## src/rtl/if_ctrl_pkg.sv

```systemverilog
// Shared RISC-V front-end definitions plus the types and helpers used by the
// instruction-fetch controller.
`ifndef RISC_V_DEFINES_SVH
`define RISC_V_DEFINES_SVH
`define PC_WIDTH    32
`define INST_WIDTH  32
`define MAX_WORDS   64
`define IF_ST_LOAD  2'd0
`define IF_ST_RUN   2'd1
`define IF_ST_FLUSH 2'd2
`define IF_ST_HALT  2'd3
`endif

package if_ctrl_pkg;

  typedef enum logic [1:0] {
    ST_LOAD  = `IF_ST_LOAD,
    ST_RUN   = `IF_ST_RUN,
    ST_FLUSH = `IF_ST_FLUSH,
    ST_HALT  = `IF_ST_HALT
  } if_state_e;

  localparam logic [15:0] CNT_MAX = 16'hFFFF;

  function automatic logic [15:0] sat_inc16(input logic [15:0] v);
    return (v == CNT_MAX) ? v : v + 16'd1;
  endfunction

endpackage

```

## src/rtl/sat_cnt16.sv

```systemverilog
// 16-bit event counter that sticks at all-ones instead of wrapping.
module sat_cnt16
  import if_ctrl_pkg::*;
(
  input  logic        clk,
  input  logic        reset,
  input  logic        inc,
  output logic [15:0] cnt
);

  logic [15:0] cnt_q;
  logic [15:0] cnt_d;

  // next count
  always_comb begin
    cnt_d = cnt_q;
    if (inc) begin
      cnt_d = sat_inc16(cnt_q);
    end else begin
      cnt_d = cnt_q;
    end
  end

  // count register
  always_ff @(posedge clk) begin
    if (reset) begin
      cnt_q <= 16'h0000;
    end else begin
      cnt_q <= cnt_d;
    end
  end

  assign cnt = cnt_q;

endmodule

```

## src/rtl/if_ctrl.sv

```systemverilog
// Instruction-fetch controller: boot-loads IMEM, then steers PC/IF-ID updates
// for branches, halts and load-use stalls.
module if_ctrl
  import if_ctrl_pkg::*;
#(
  parameter int PC_WIDTH       = `PC_WIDTH,
  parameter int INST_WIDTH     = `INST_WIDTH,
  parameter int REG_ADDR_WIDTH = 5,
  parameter int MAX_WORDS      = `MAX_WORDS
) (
  input  logic                      clk,
  input  logic                      reset,
  input  logic                      ld_valid,
  input  logic                      ld_last,
  input  logic [INST_WIDTH-1:0]     ld_data,
  output logic                      ld_ready,
  output logic                      imem_wr_en,
  output logic [PC_WIDTH-1:0]       imem_wr_addr,
  output logic [INST_WIDTH-1:0]     imem_wr_data,
  input  logic                      ID_EX_mem_read,
  input  logic [REG_ADDR_WIDTH-1:0] ID_EX_rd,
  input  logic [REG_ADDR_WIDTH-1:0] IF_ID_rs1,
  input  logic [REG_ADDR_WIDTH-1:0] IF_ID_rs2,
  input  logic                      br_taken,
  input  logic [PC_WIDTH-1:0]       br_target,
  input  logic                      halt_req,
  output logic                      pc_write,
  output logic                      IF_ID_write,
  output logic                      pc_sel,
  output logic [PC_WIDTH-1:0]       pc_imm,
  output logic                      IF_ID_flush,
  output logic                      ID_EX_flush,
  output logic [1:0]                state,
  output logic [15:0]               stall_cnt,
  output logic [15:0]               flush_cnt
);

  // one spare bit so the count can reach MAX_WORDS without wrapping
  localparam int WC_W = $clog2(MAX_WORDS) + 1;

  if_state_e       state_q, state_d;
  logic [WC_W-1:0] word_cnt_q, word_cnt_d;
  logic            hazard;
  logic            stall_inc;
  logic            flush_inc;

  assign hazard = ID_EX_mem_read && (ID_EX_rd != '0) &&
                  ((ID_EX_rd == IF_ID_rs1) || (ID_EX_rd == IF_ID_rs2));

  // next-state and output decode
  always_comb begin
    state_d      = state_q;
    word_cnt_d   = word_cnt_q;
    state        = state_q;
    ld_ready     = 1'b0;
    imem_wr_en   = 1'b0;
    imem_wr_addr = '0;
    imem_wr_data = '0;
    pc_write     = 1'b0;
    IF_ID_write  = 1'b0;
    pc_sel       = 1'b0;
    pc_imm       = '0;
    IF_ID_flush  = 1'b0;
    ID_EX_flush  = 1'b0;
    stall_inc    = 1'b0;
    flush_inc    = 1'b0;
    if (reset) begin
      state_d     = ST_LOAD;
      word_cnt_d  = '0;
      state       = ST_LOAD;
      IF_ID_flush = 1'b1;
      ID_EX_flush = 1'b1;
    end else begin
      case (state_q)
        ST_LOAD: begin
          ld_ready    = 1'b1;
          IF_ID_flush = 1'b1;
          ID_EX_flush = 1'b1;
          if (ld_valid) begin
            imem_wr_en   = 1'b1;
            imem_wr_addr = PC_WIDTH'({word_cnt_q, 2'b00});
            imem_wr_data = ld_data;
            word_cnt_d   = word_cnt_q + WC_W'(1);
            if (ld_last || (word_cnt_q == WC_W'(MAX_WORDS - 1))) begin
              state_d = ST_RUN;
            end else begin
              state_d = ST_LOAD;
            end
          end else begin
            state_d = ST_LOAD;
          end
        end
        ST_RUN: begin
          pc_write    = 1'b1;
          IF_ID_write = 1'b1;
          // branch outranks halt, halt outranks the load-use stall
          if (br_taken) begin
            pc_sel      = 1'b1;
            pc_imm      = br_target;
            IF_ID_flush = 1'b1;
            ID_EX_flush = 1'b1;
            flush_inc   = 1'b1;
            state_d     = ST_FLUSH;
          end else if (halt_req) begin
            pc_write    = 1'b0;
            IF_ID_write = 1'b0;
            state_d     = ST_HALT;
          end else if (hazard) begin
            pc_write    = 1'b0;
            IF_ID_write = 1'b0;
            ID_EX_flush = 1'b1;
            stall_inc   = 1'b1;
          end else begin
            state_d = ST_RUN;
          end
        end
        ST_FLUSH: begin
          pc_write    = 1'b1;
          IF_ID_write = 1'b1;
          ID_EX_flush = 1'b1;
          state_d     = ST_RUN;
        end
        ST_HALT: begin
          if (halt_req) begin
            state_d = ST_HALT;
          end else begin
            state_d = ST_RUN;
          end
        end
        default: begin
          state_d = ST_LOAD;
        end
      endcase
    end
  end

  // state and load-pointer registers
  always_ff @(posedge clk) begin
    if (reset) begin
      state_q    <= ST_LOAD;
      word_cnt_q <= '0;
    end else begin
      state_q    <= state_d;
      word_cnt_q <= word_cnt_d;
    end
  end

  sat_cnt16 u_stall_cnt (
    .clk   (clk),
    .reset (reset),
    .inc   (stall_inc),
    .cnt   (stall_cnt)
  );

  sat_cnt16 u_flush_cnt (
    .clk   (clk),
    .reset (reset),
    .inc   (flush_inc),
    .cnt   (flush_cnt)
  );

endmodule

```

## config.mk

```make
export PLATFORM = sky130hd
export DESIGN_NAME = if_ctrl
export DESIGN_NICKNAME = d
export VERILOG_FILES = /design/src/rtl/if_ctrl_pkg.sv /design/src/rtl/sat_cnt16.sv /design/src/rtl/if_ctrl.sv
export SDC_FILE = /design/constraint.sdc
export NUM_CORES = 1
export LEC_CHECK = 0
export CORE_ASPECT_RATIO = 0.75
export CORE_MARGIN = 10
export CORE_UTILIZATION = 37
export CTS_CLUSTER_DIAMETER = 100
export CTS_CLUSTER_SIZE = 25
export DETAILED_ROUTE_END_ITERATION = 8
export PLACE_DENSITY_LB_ADDON = 0.25
export SLEW_MARGIN = 20
export SYNTH_ARGS = -nofsm -noshare
export SYNTH_HDL_FRONTEND = slang
export SYNTH_SLANG_ARGS = --single-unit
```

## constraint.sdc

```tcl
create_clock -name clk -period 5.4 [get_ports clk]
set_input_delay 1.08 -clock clk [delete_from_list [all_inputs] [get_ports clk]]
set_output_delay 1.08 -clock clk [all_outputs]
set_load 0.05 [all_outputs]
```

### Word-level counts from Yosys, hierarchy flattened

Cells that the tools add are included.
Widths: inputs -> output; s select.

| operators by class | value |
|---|---|
| $add $sub $neg | 3 |
| multiply operators | 0 |
| div/mod/pow operators | 0 |
| order comparisons | 0 |
| equality and inequality tests | 9 |
| shift-type cells | 0 |
| muxes and demuxes | 40 |
| bitwise logic cells | 2 |
| reduce and logical (&&, ||, !) cells | 10 |

Operator list:

| cell | count |
|---|---|
| $mux 32 | 6 |
| $add 16x1->16 const B | 2 |
| $eq 16x16->1 const B | 2 |
| $mux 9 | 3 |
| $mux 1 | 21 |
| $mux 2 | 6 |
| $eq 5x5->1 | 2 |
| $pmux 2 s4 | 1 |
| $add 7x1->7 const B | 1 |
| $eq 7x6->1 const B | 1 |
| $pmux 1 s2 | 3 |
| $reduce_and 2->1 | 3 |
| $reduce_bool 5->1 | 1 |
| $eq 2x2->1 const B | 2 |
| $ne 4x4->1 const B | 1 |
| $eq 2x1->1 const B | 1 |
| $logic_and 1x1->1 | 2 |
| $logic_not 2->1 | 1 |
| $logic_or 1x1->1 | 2 |
| $not 1->1 | 2 |
| $reduce_or 2->1 | 1 |

| storage, ports and cells | value |
|---|---|
| register bits after elaboration | 41 |
| bits in latches | 0 |
| memory bits (writable) | 0 |
| memory bits (read-only) | 0 |
| output and inout port bits | 137 |
| word-level logic and storage cells | 68 |
| memories kept | 0 |

### Depth between registers and ports, before layout

| depth | value |
|---|---|
| word-level depth | 9 |
| mapped depth | 9 |
| depth with buffers taken out | 8 |

### Modules after synthesis

From an unflattened synthesis, not the netlist that was laid out.

| unflattened totals | value |
|---|---|
| cell total of the unflattened synthesis | 385 |
| area total of the unflattened synthesis | 3019.1 um^2 |

Modules (own cells, without submodules):

| module | instances | cells each | area an instance (um^2) | sequential area each (um^2) |
|---|---|---|---|---|
| sat_cnt16 | 2 | 96 | 833.3 | 320.3 |
| if_ctrl | 1 | 193 | 1352.5 | 180.2 |

### Worst setup path after synthesis

Ideal clock, no wire load.

| timing | value |
|---|---|
| kind | input to output |
| from | in IF_ID_rs2[3] |
| to | out pc_write |
| arrival | 3412 ps |
| data required time | 4320 ps |
| slack | 908 ps |
| stages on the path | 8 |
| path buffers | 3 |
| path through | xor2_1 -> nor3_1 -> a22oi_1 -> clkbuf_1 -> buf_1 -> o21bai_1 -> a21oi_1 -> buf_4 |

| on the way | value |
|---|---|
| word-level cells in the longest chain between the ends | 8 |

Ends and longest elaborated chain:

| element | line | RTL |
|---|---|---|
| start, declared | if_ctrl.sv:23 | `input logic [REG_ADDR_WIDTH-1:0] IF_ID_rs2,` |
| $eq 5x5->1 | if_ctrl.sv:48 | `((ID_EX_rd == IF_ID_rs1) \|\| (ID_EX_rd == IF_ID_rs2));` |
| $logic_or 1x1->1 | if_ctrl.sv:48 |  |
| $logic_and 1x1->1 | if_ctrl.sv:47 | `assign hazard = ID_EX_mem_read && (ID_EX_rd != '0) &&` |
| $mux 1 (3 in a row) | -- |  |
| $pmux 1 s2 | -- |  |
| $mux 1 | -- |  |
| end, declared | if_ctrl.sv:27 | `output logic pc_write,` |

No other way between the ends.

### Final worst setup path

| timing | value |
|---|---|
| from | in ID_EX_rd[2] |
| to | out ID_EX_flush |

| on the way | value |
|---|---|
| word-level cells in the longest chain between the ends | 8 |

Ends and longest elaborated chain:

| element | line | RTL |
|---|---|---|
| start, declared | if_ctrl.sv:21 | `input logic [REG_ADDR_WIDTH-1:0] ID_EX_rd,` |
| $eq 5x5->1 / $reduce_bool 5->1 (equally long branches) | if_ctrl.sv:48, if_ctrl.sv:47 |  |
| $logic_or 1x1->1 / $logic_and 1x1->1 (equally long branches) | if_ctrl.sv:48, if_ctrl.sv:47 |  |
| $logic_and 1x1->1 * | if_ctrl.sv:47 |  |
| $mux 1 * | if_ctrl.sv:108 | `end else if (hazard) begin` |
| $mux 1 * | if_ctrl.sv:104 | `end else if (halt_req) begin` |
| $mux 1 * | if_ctrl.sv:97 | `if (br_taken) begin` |
| $pmux 1 s2 * | if_ctrl.sv:74 | `case (state_q)` |
| $mux 1 * | if_ctrl.sv:67 | `if (reset) begin` |
| end, declared | if_ctrl.sv:32 | `output logic ID_EX_flush,` |

Every way passes the cells marked *; elsewhere a longest branch is shown, timed or not.

==> results by group <==
Final layout
  – Non-filler cells, final: between 600 and 700
  – Share of cells above drive strength 1: between 15 and 20%
  – ANT cells: 0
  – Area grow syn2layout: 80.0%
  – Nets@finish: approximately 660
  – Layout Utilization: 67.5%

Place
  – I/O Buffers: slightly below 200
  – GP Congestion: roughly 0.77
  – Hpwl dp: 9690 µm
  – Dpl cells: around 660

GRT
  – Largest net degree at the start of global routing: 46
  – Initial antenna violation count: 0
  – Number of global-route vias before repair: 3338
  – First-pass GRT wire length: between 15000 and 20000 µm
  – Global route total overflow: 0
  – Overall routing resource usage: between 10% and 20%

Power
  – Clock share of power: around a quarter
  – Cell internal pwr: 0.507 mW
  – Power, Total: between 0.7 and 0.8 mW
  – Sequential share of power: 40.8%
  – Power Density: about 140 mW/mm²
  – Maximum vdd ir drop: ~70 µV
  – NetSw: between 0.2 and 0.25 mW
  – Comb pwr share: around a third
  – P_leak: between 2 and 2.5 nW
  – Net Sw Frac: 32.7%

Clock network
  – Post-CTS setup buffers: 0
  – Hold_buf cts: 0
  – TritonCTS clock tree: built
  – Bufs on Longest Clock Path: 2
  – Clk slew on worst S/H paths: around 0.07 ns
  – Root Driver: clkbuf_8
  – Sink Count: 41
  – Deepest level of the CTS H-tree: 2
  – CTS resizes: 0
  – Clock Latency Late Sink: between 0.2 and 0.3 ns
  – CTS buffer count: 5

Setup path
  – R2R setup slack: roughly 2.6 ns
  – Largest delay share family, worst path: buffers and inverters
  – Critical setup path kind: primary input to output pin
  – Max stage delay on crit path: 0.47 ns
  – CP required: ~4.3 ns
  – Worst Path Buf+Inv: 3
  – Crit-path max FO: 33
  – Cells along the critical path: clkdlybuf4s50_1 -> xor2_1 -> nor3_1 -> a22oi_1 -> buf_4 -> o311a_1 -> a21oi_1 -> buf_12
  – Startpoint Class: primary input
  – Endpoint class of the critical path: output pin
  – WP data arrival: just over 3 ns
  – Worst path slowest cell: clkdlybuf4s50_1

Floorplanning
  – Die height: around 97 µm
  – Row count: 28
  – Chip width: around 120 µm
  – Core ar.: a little under 0.008 mm²
  – Die footprint: approximately 0.012 mm²
  – I/O pins: about 220
  – Initial Util: around 38%

Synthesis
  – Seq/Total Area, Yosys: roughly 28%
  – Number of synthesized flops with an enable pin: 0
  – Largest area contributor in the netlist: dfxtp_1
  – Synth top area cells: dfxtp_1 (28%), and2_1 (15%), buf_4 (6.7%)
  – Ys async rst share: 0%
  – Top cell type's share of synthesized area: 28.0%
  – Yosys warnings: 0
  – Combined area of all synthesized cells: around 0.0029 mm²
  – Post-Syn Instances: between 300 and 400
  – Synth Register Bits: approximately 40
  – Mean Syn Cell Area: 7.67 µm²
  – Synth unique cells: 46
  – Dominant synthesized flop cell: dfxtp_1

Worst hold path
  – Worst min-delay path class: flop to flop

Drt
  – Pre-antenna DRT Iters: 4
  – Initial DRC count: between 70 and 80
  – Vias/cell: slightly below 5
  – Vias: about 3.3k
  – Detailed-route wire length: 11400 µm
  – Residual DRC count: 0
  – Detail Route Antenna Nets: 0
  – WL/cell: 17.0 µm

Timing
  – Final period utilization: roughly three quarters
  – Fin. max-slew vios: 0
  – Relative slew margins: between 30% and 40%
  – Worst Tran Pin Value: roughly 1 ns
  – WHS: slightly below 0.5 ns
  – Final min period: between 4 and 5 ns
  – Setup TNS Final: 0 ns
  – Setup-failing EPs final: 0
  – Setup Skew: about 0.0058 ns
  – Fin. Hold Viols: 0
  – Fmax: ~240 MHz
  – RSZ-0062 raised after global routing: no

Job
  – Max-cap viol count: 0

Run status
  – Run status: finished, final reports clean
## final timing paths
path,startpoint,to,cells after the start
worst max-delay path,ID_EX_rd[2],ID_EX_flush,8
worst min-delay path,word_cnt_q[6],word_cnt_q[6],2
worst max register to register,state_q[1],u_flush_cnt.cnt[13],8
worst min register to register,word_cnt_q[6],word_cnt_q[6],2
## synthesized netlist by cell type (5+ instances only)
cell	number
buf_4	26
a21oi_1	21
nand2_1	26
o41ai_1	5
ha_1	7
dfxtp_1	41
xor2_1	14
clkbuf_1	16
o21ai_0	5
nand3_1	14
or2_2	5
inv_1	7
or4_1	9
nand4_1	6
nor3_1	9
and2_1	72
o31ai_1	8
nor2_1	27
o311ai_0	5
xnor2_1	11
## state kept, by name, summed over array words and instances (netlist names)
signal,count
state_q,2
u_flush_cnt.cnt,16
u_stall_cnt.cnt,16
word_cnt_q,7
## power by group through the flow
stage,registers [mW],clock network [mW],logic [mW]
after floorplan,0.314,0,0.144
after global placement,0.314,0,0.259
after detailed placement,0.314,0,0.262
after CTS,0.307,0.193,0.263
after global routing,0.307,0.205,0.276
final,0.307,0.184,0.262
## layout by cell type (no fill, tap or decap), types with 5 or more instances in the layout
cell type	synthesis	final
buf_4	26	39
or4_1	9	9
conb_1	1	25
nand3_1	14	14
o311ai_0	5	5
xnor2_1	11	11
inv_1	7	7
and2_1	72	72
nor2_1	27	27
ha_1	7	7
o21ai_0	5	5
o31ai_1	8	8
or2_2	5	5
a21oi_1	21	21
buf_12	0	41
xor2_1	14	14
dfxtp_1	41	41
o41ai_1	5	5
nand2_1	26	26
nor3_1	9	8
nand4_1	6	6
clkbuf_8	0	5
clkdlybuf4s50_1	0	121
## worst register-to-register path: cells and delay by family, from the launching register on
kind / cells / cell delay [ns]
buf+inv: 2 / 0.71
compound gates: 1 / 0.61
simple gates: 3 / 0.56
flops: 1 / 0.33
fa+ha+maj: 1 / 0.29
xor+xnor: 1 / 0.20
## layout make-up
class	count	area, µm²
clock buffer	5	68.8
clock inverter	1	5.00
inverter	8	30.0
sequential	41	821
fill	613	2540
multi-input combinational	309	1890
timing repair buffer	201	2320
tap	105	131
## metrics by stage
stage,setup WS [ns],instance area [µm²]
after detailed placement,1.26,5200
after global placement,1.31,5190
after CTS,1.25,5270
after floorplan,0.908,3020
final,1.27,5270
after global routing,1.11,5270
## routing by layer
layer | track usage, % | vias up | share of wire, %
li1 | - | 1632 | -
met4 | 3.25 | 0 | 0.59
met3 | 8.71 | 4 | 13
met5 | 0 | - | 0
met2 | 31.4 | 163 | 49
met1 | 18.9 | 1499 | 37
## kinds of logic after synthesis
logic type | count (synthesis) | share of synthesized area, %
simple gates | 190 | 36.0
xor+xnor | 25 | 7.47
other cells | 1 | 0.128
buf+inv | 56 | 10.6
flops | 41 | 28.0
fa+ha+maj | 7 | 2.99
compound gates | 58 | 13.2
mux | 4 | 1.49
(Power assumes the default switching activity.)
==> RTL edit 1: new RTL, config.mk and constraints unchanged <==
Put a register stage on the output `flush_cnt`. The value now appears one clock later. The other outputs are not delayed to match.
--- a/src/rtl/if_ctrl.sv
+++ b/src/rtl/if_ctrl.sv
@@ -38,4 +38,6 @@
   // one spare bit so the count can reach MAX_WORDS without wrapping
   localparam int WC_W = $clog2(MAX_WORDS) + 1;
+
+  logic [15:0] flush_cnt_d;
 
   if_state_e       state_q, state_d;
@@ -157,6 +159,10 @@
     .reset (reset),
     .inc   (flush_inc),
-    .cnt   (flush_cnt)
+    .cnt   (flush_cnt_d)
   );
+
+  always_ff @(posedge clk) begin
+    flush_cnt <= flush_cnt_d;
+  end
 
 endmodule
Behaviour: not the same (a bounded check fails within 4 cycles, from zero or initial values and one cycle with reset high).
==> RTL edit 1 against the original RTL <==
- area after synthesis increased by 11%
- design area increased by 4.5%
- worst hold slack worse by 100 ps
- sequential cell count increased by 16
- setup slack worse by 810 ps
- power up 72%
- wire length is 0.83% lower
- first-iteration DRC count rose by 110%
- critical endpoint is now IF_ID_write
- largest cell class unchanged
==> RTL edit 1: results <==
metrics = {
    "final_layout": {
        "finalNetCount": 675,
        "utilization_pct": 64.7,
        "finalNonFillerCells": 695,
        "drive_gt1_share_pct": 5.96,
    },
    "global_routing": {
        "gr-usage-all-layers_pct": 16.0,
        "grt_use_met1_pct": 18.4,
        "grt_use_met2_pct": 28.0,
        "use_met3_pct": 5.79,
    },
    "route": {
        "wl_met2_microns": 5850,
        "detail_route.wl_per_cell_microns": 16.3,
        "wl_met1_microns": 4470,
    },
    "placement": {
        "dpl.hpwl_microns": 9170,
        "dpl_cell_area_sq_mm": 0.00519,
        "gp_congestion": 0.797,
        "dp_slack_ps": 480,
    },
    "clock_network": {
        "numCtsBuffers": 9,
        "root_buffer": "clkbuf_16",
        "clock_latency_ps": 320,
        "htree_levels": 3,
    },
    "synth": {
        "ys_top_cells_by_count": "dfxtp_1, and3_1, nor2_1, and2_1, buf_4",
        "postSynthAreaPerCell_sq_um": 8.27,
        "synthDistinctLibCells": 52,
        "synth_area_leaders": "dfxtp_1, and3_1, and2_1",
    },
    "critical_path": {
        "cp_max_fo": 4,
    },
    "sta": {
        "worst_pin_slew_ps": 557,
    },
    "status": {
        "status": "complete, no violations",
    },
}
## RTL edit 1: logic make-up after synthesis
kind of cell / share of synthesized area [%]
AND/OR/NAND/NOR: 34.2
AO/OA/AOI/OAI: 9.37
XOR/XNOR: 9.14
buffers and inverters: 9.49
other: 0.115
adder cells (fa/ha/maj): 2.69
flip-flops: 35.0
## RTL edit 1: final timing paths
path,slack [ps],depth (start not counted),start,to
worst max-delay path,460,7,ID_EX_rd[1],IF_ID_write
worst min-delay path,380,0,u_flush_cnt.cnt[10]$_SDFFE_PP0P_,flush_cnt[10]$_DFF_P_
worst max register to register,2930,8,state_q[1]$_SDFFE_PP0P_,u_flush_cnt.cnt[11]$_SDFFE_PP0P_
worst min register to register,380,0,u_flush_cnt.cnt[10]$_SDFFE_PP0P_,flush_cnt[10]$_DFF_P_
## RTL edit 1: worst reg2reg max path, cell delays in order (launching register included)
cell and delay [ps]:
dfxtp_1 330, inv_1 100, ha_1 310, and3b_2 530
nand4_1 300, a311oi_2 430, nand2_1 120, xnor2_1 150
nor2_1 60
## RTL edit 1: power by group through the flow
stage	registers, mW	clock network [mW]	logic [mW]
6_report	0.428	0.598	0.271
5_1_grt	0.428	0.634	0.286
4_1_cts	0.428	0.607	0.271
3_5_place_dp	0.437	0	0.271
3_3_place_gp	0.436	0	0.267
2_1_floorplan	0.437	0	0.171
## RTL edit 1: area by class of cell
type	instances	share of cell area (%)
Inverter	6	0.409
Tap cell	108	2.45
Clock buffer	11	4.40
Sequential cell	57	20.7
Multi-Input combinational cell	307	34.4
Clock inverter	5	1.43
Timing Repair Buffer	201	36.2
==> RTL edit 2: new RTL, config.mk and constraints unchanged <==
Without the edit above. The macro `PC_WIDTH` goes from 32 to 64.
--- a/src/rtl/if_ctrl_pkg.sv
+++ b/src/rtl/if_ctrl_pkg.sv
@@ -3,5 +3,5 @@
 `ifndef RISC_V_DEFINES_SVH
 `define RISC_V_DEFINES_SVH
-`define PC_WIDTH    32
+`define PC_WIDTH    64
 `define INST_WIDTH  32
 `define MAX_WORDS   64
Ports: changed (resized br_target, imem_wr_addr and pc_imm); port bits go from 223 to 319. No check against the original RTL was run, so the function may have changed too.
==> RTL edit 2 against the original RTL <==
- sequential cell count unchanged
- setup slack worse by 290 ps
- via count grew 19%
- first-iteration DRC count grew to 2.7 times the old value
- wire length increased by 41%
- maximum frequency fell by 6.6%
- die area grew 13%
- design area rose by 25%
- utilization up 5.6 points
- clock skew is 2.4 ps lower
- area after synthesis rose by 16%
- sequential power about the same
- power is 24% higher
- critical path type unchanged
- largest cell class unchanged
- largest power group is now combinational logic
- highest routed layer unchanged
==> RTL edit 2: results <==
metrics = {
    "status": {
        "status": "complete, no violations",
    },
    "final_layout": {
        "clockNetworkAreaShare_pct": 2.17,
        "finalNonFillerCells": 805,
        "diodes": 1,
        "final_area_sq_mm": 0.00658,
        "multi_input_area_sq_mm": 0.00222,
        "inverters": 7,
        "nClkBuffers": 7,
        "final.signal_buffer_count": 266,
        "utilization_pct": 73.1,
        "finalNetCount": 817,
    },
    "route": {
        "finalWirelength_microns": 16100,
        "viasPerCell": 4.88,
    },
    "placement": {
        "dpl.hpwl_microns": 13900,
        "placed_cells": 797,
        "dp_slack_ps": 981,
        "gp_congestion": 0.814,
        "portBuffers": 261,
        "dpl_cell_area_sq_mm": 0.00644,
    },
    "critical_path": {
        "r2r_slack_ps": 2680,
        "slowest_stage": "or4b_1",
        "ff2ff_path_depth": 6,
        "worstSetupStartpoint": "ID_EX_rd[3]",
        "crit_arrival_ps": 3340,
        "slowest_delay_ps": 520,
        "cp_max_fo": 37,
        "reg2reg_to": "u_stall_cnt.cnt[5]$_SDFFE_PP0P_",
    },
    "synth": {
        "ys_top_cells_by_count": "and2_1, buf_4, and3_1, dfxtp_1, nor2_1",
        "seq_area_frac_synth_pct": 24.1,
        "synthDistinctLibCells": 44,
        "synth_area_leaders": "dfxtp_1, buf_4, and2_1",
        "postSynthAreaPerCell_sq_um": 7.59,
        "yosys_warnings": 0,
    },
    "global_routing": {
        "grt_pass1_wl_microns": 22500,
        "gr-usage-all-layers_pct": 21.4,
        "grt_pass1_vias": 3926,
    },
    "pwr": {
        "pwr-share-clk_pct": 30.9,
        "p_int_uw": 614,
        "vdd_ir_drop_max_mv": 0.143,
    },
    "sta": {
        "slew_headroom_pct": 32.3,
        "clock_skew_ps": 3.40,
    },
    "clock_network": {
        "root_buffer": "clkbuf_16",
    },
}
[RTL edit 2: cell count changes after synthesis, moves of 7 or more]
cell and change:
clkbuf_1 +8, xor2_1 +7, buf_4 +33, and3_1 +42
[RTL edit 2: kinds of logic after synthesis]
kind of cell / share of synthesized area [%]
and+or+nand+nor: 37.7
buffers and inverters: 17.0
AOI/OAI and AO/OA: 11.0
DFF: 24.1
xor gates and xnor gates: 6.94
adders and majority gates: 2.57
muxes: 0.588
other: 0.110
[RTL edit 2: layer usage]
layer | GRT usage [%] | wire length, microns | up-vias
met1 | 22.4 | 5480 | 1808
met5 | 0 | 0 | -
met4 | 3.84 | 182 | 0
li1 | - | - | 1925
met2 | 40.6 | 8750 | 184
met3 | 7.76 | 1690 | 10
[RTL edit 2: worst min-delay path by stage]
stage | start | endpoint | slack (ps) | depth (start not counted)
5_1_grt | u_flush_cnt.cnt[4]$_SDFFE_PP0P_ | u_flush_cnt.cnt[4]$_SDFFE_PP0P_ | 510 | 1
6_report | u_flush_cnt.cnt[4]$_SDFFE_PP0P_ | u_flush_cnt.cnt[4]$_SDFFE_PP0P_ | 480 | 1
2_1_floorplan | word_cnt_q[1]$_SDFFE_PP0P_ | word_cnt_q[1]$_SDFFE_PP0P_ | 470 | 2
4_1_cts | u_flush_cnt.cnt[4]$_SDFFE_PP0P_ | u_flush_cnt.cnt[4]$_SDFFE_PP0P_ | 480 | 1
3_5_place_dp | u_flush_cnt.cnt[4]$_SDFFE_PP0P_ | u_flush_cnt.cnt[4]$_SDFFE_PP0P_ | 470 | 1
3_3_place_gp | u_flush_cnt.cnt[4]$_SDFFE_PP0P_ | u_flush_cnt.cnt[4]$_SDFFE_PP0P_ | 470 | 1
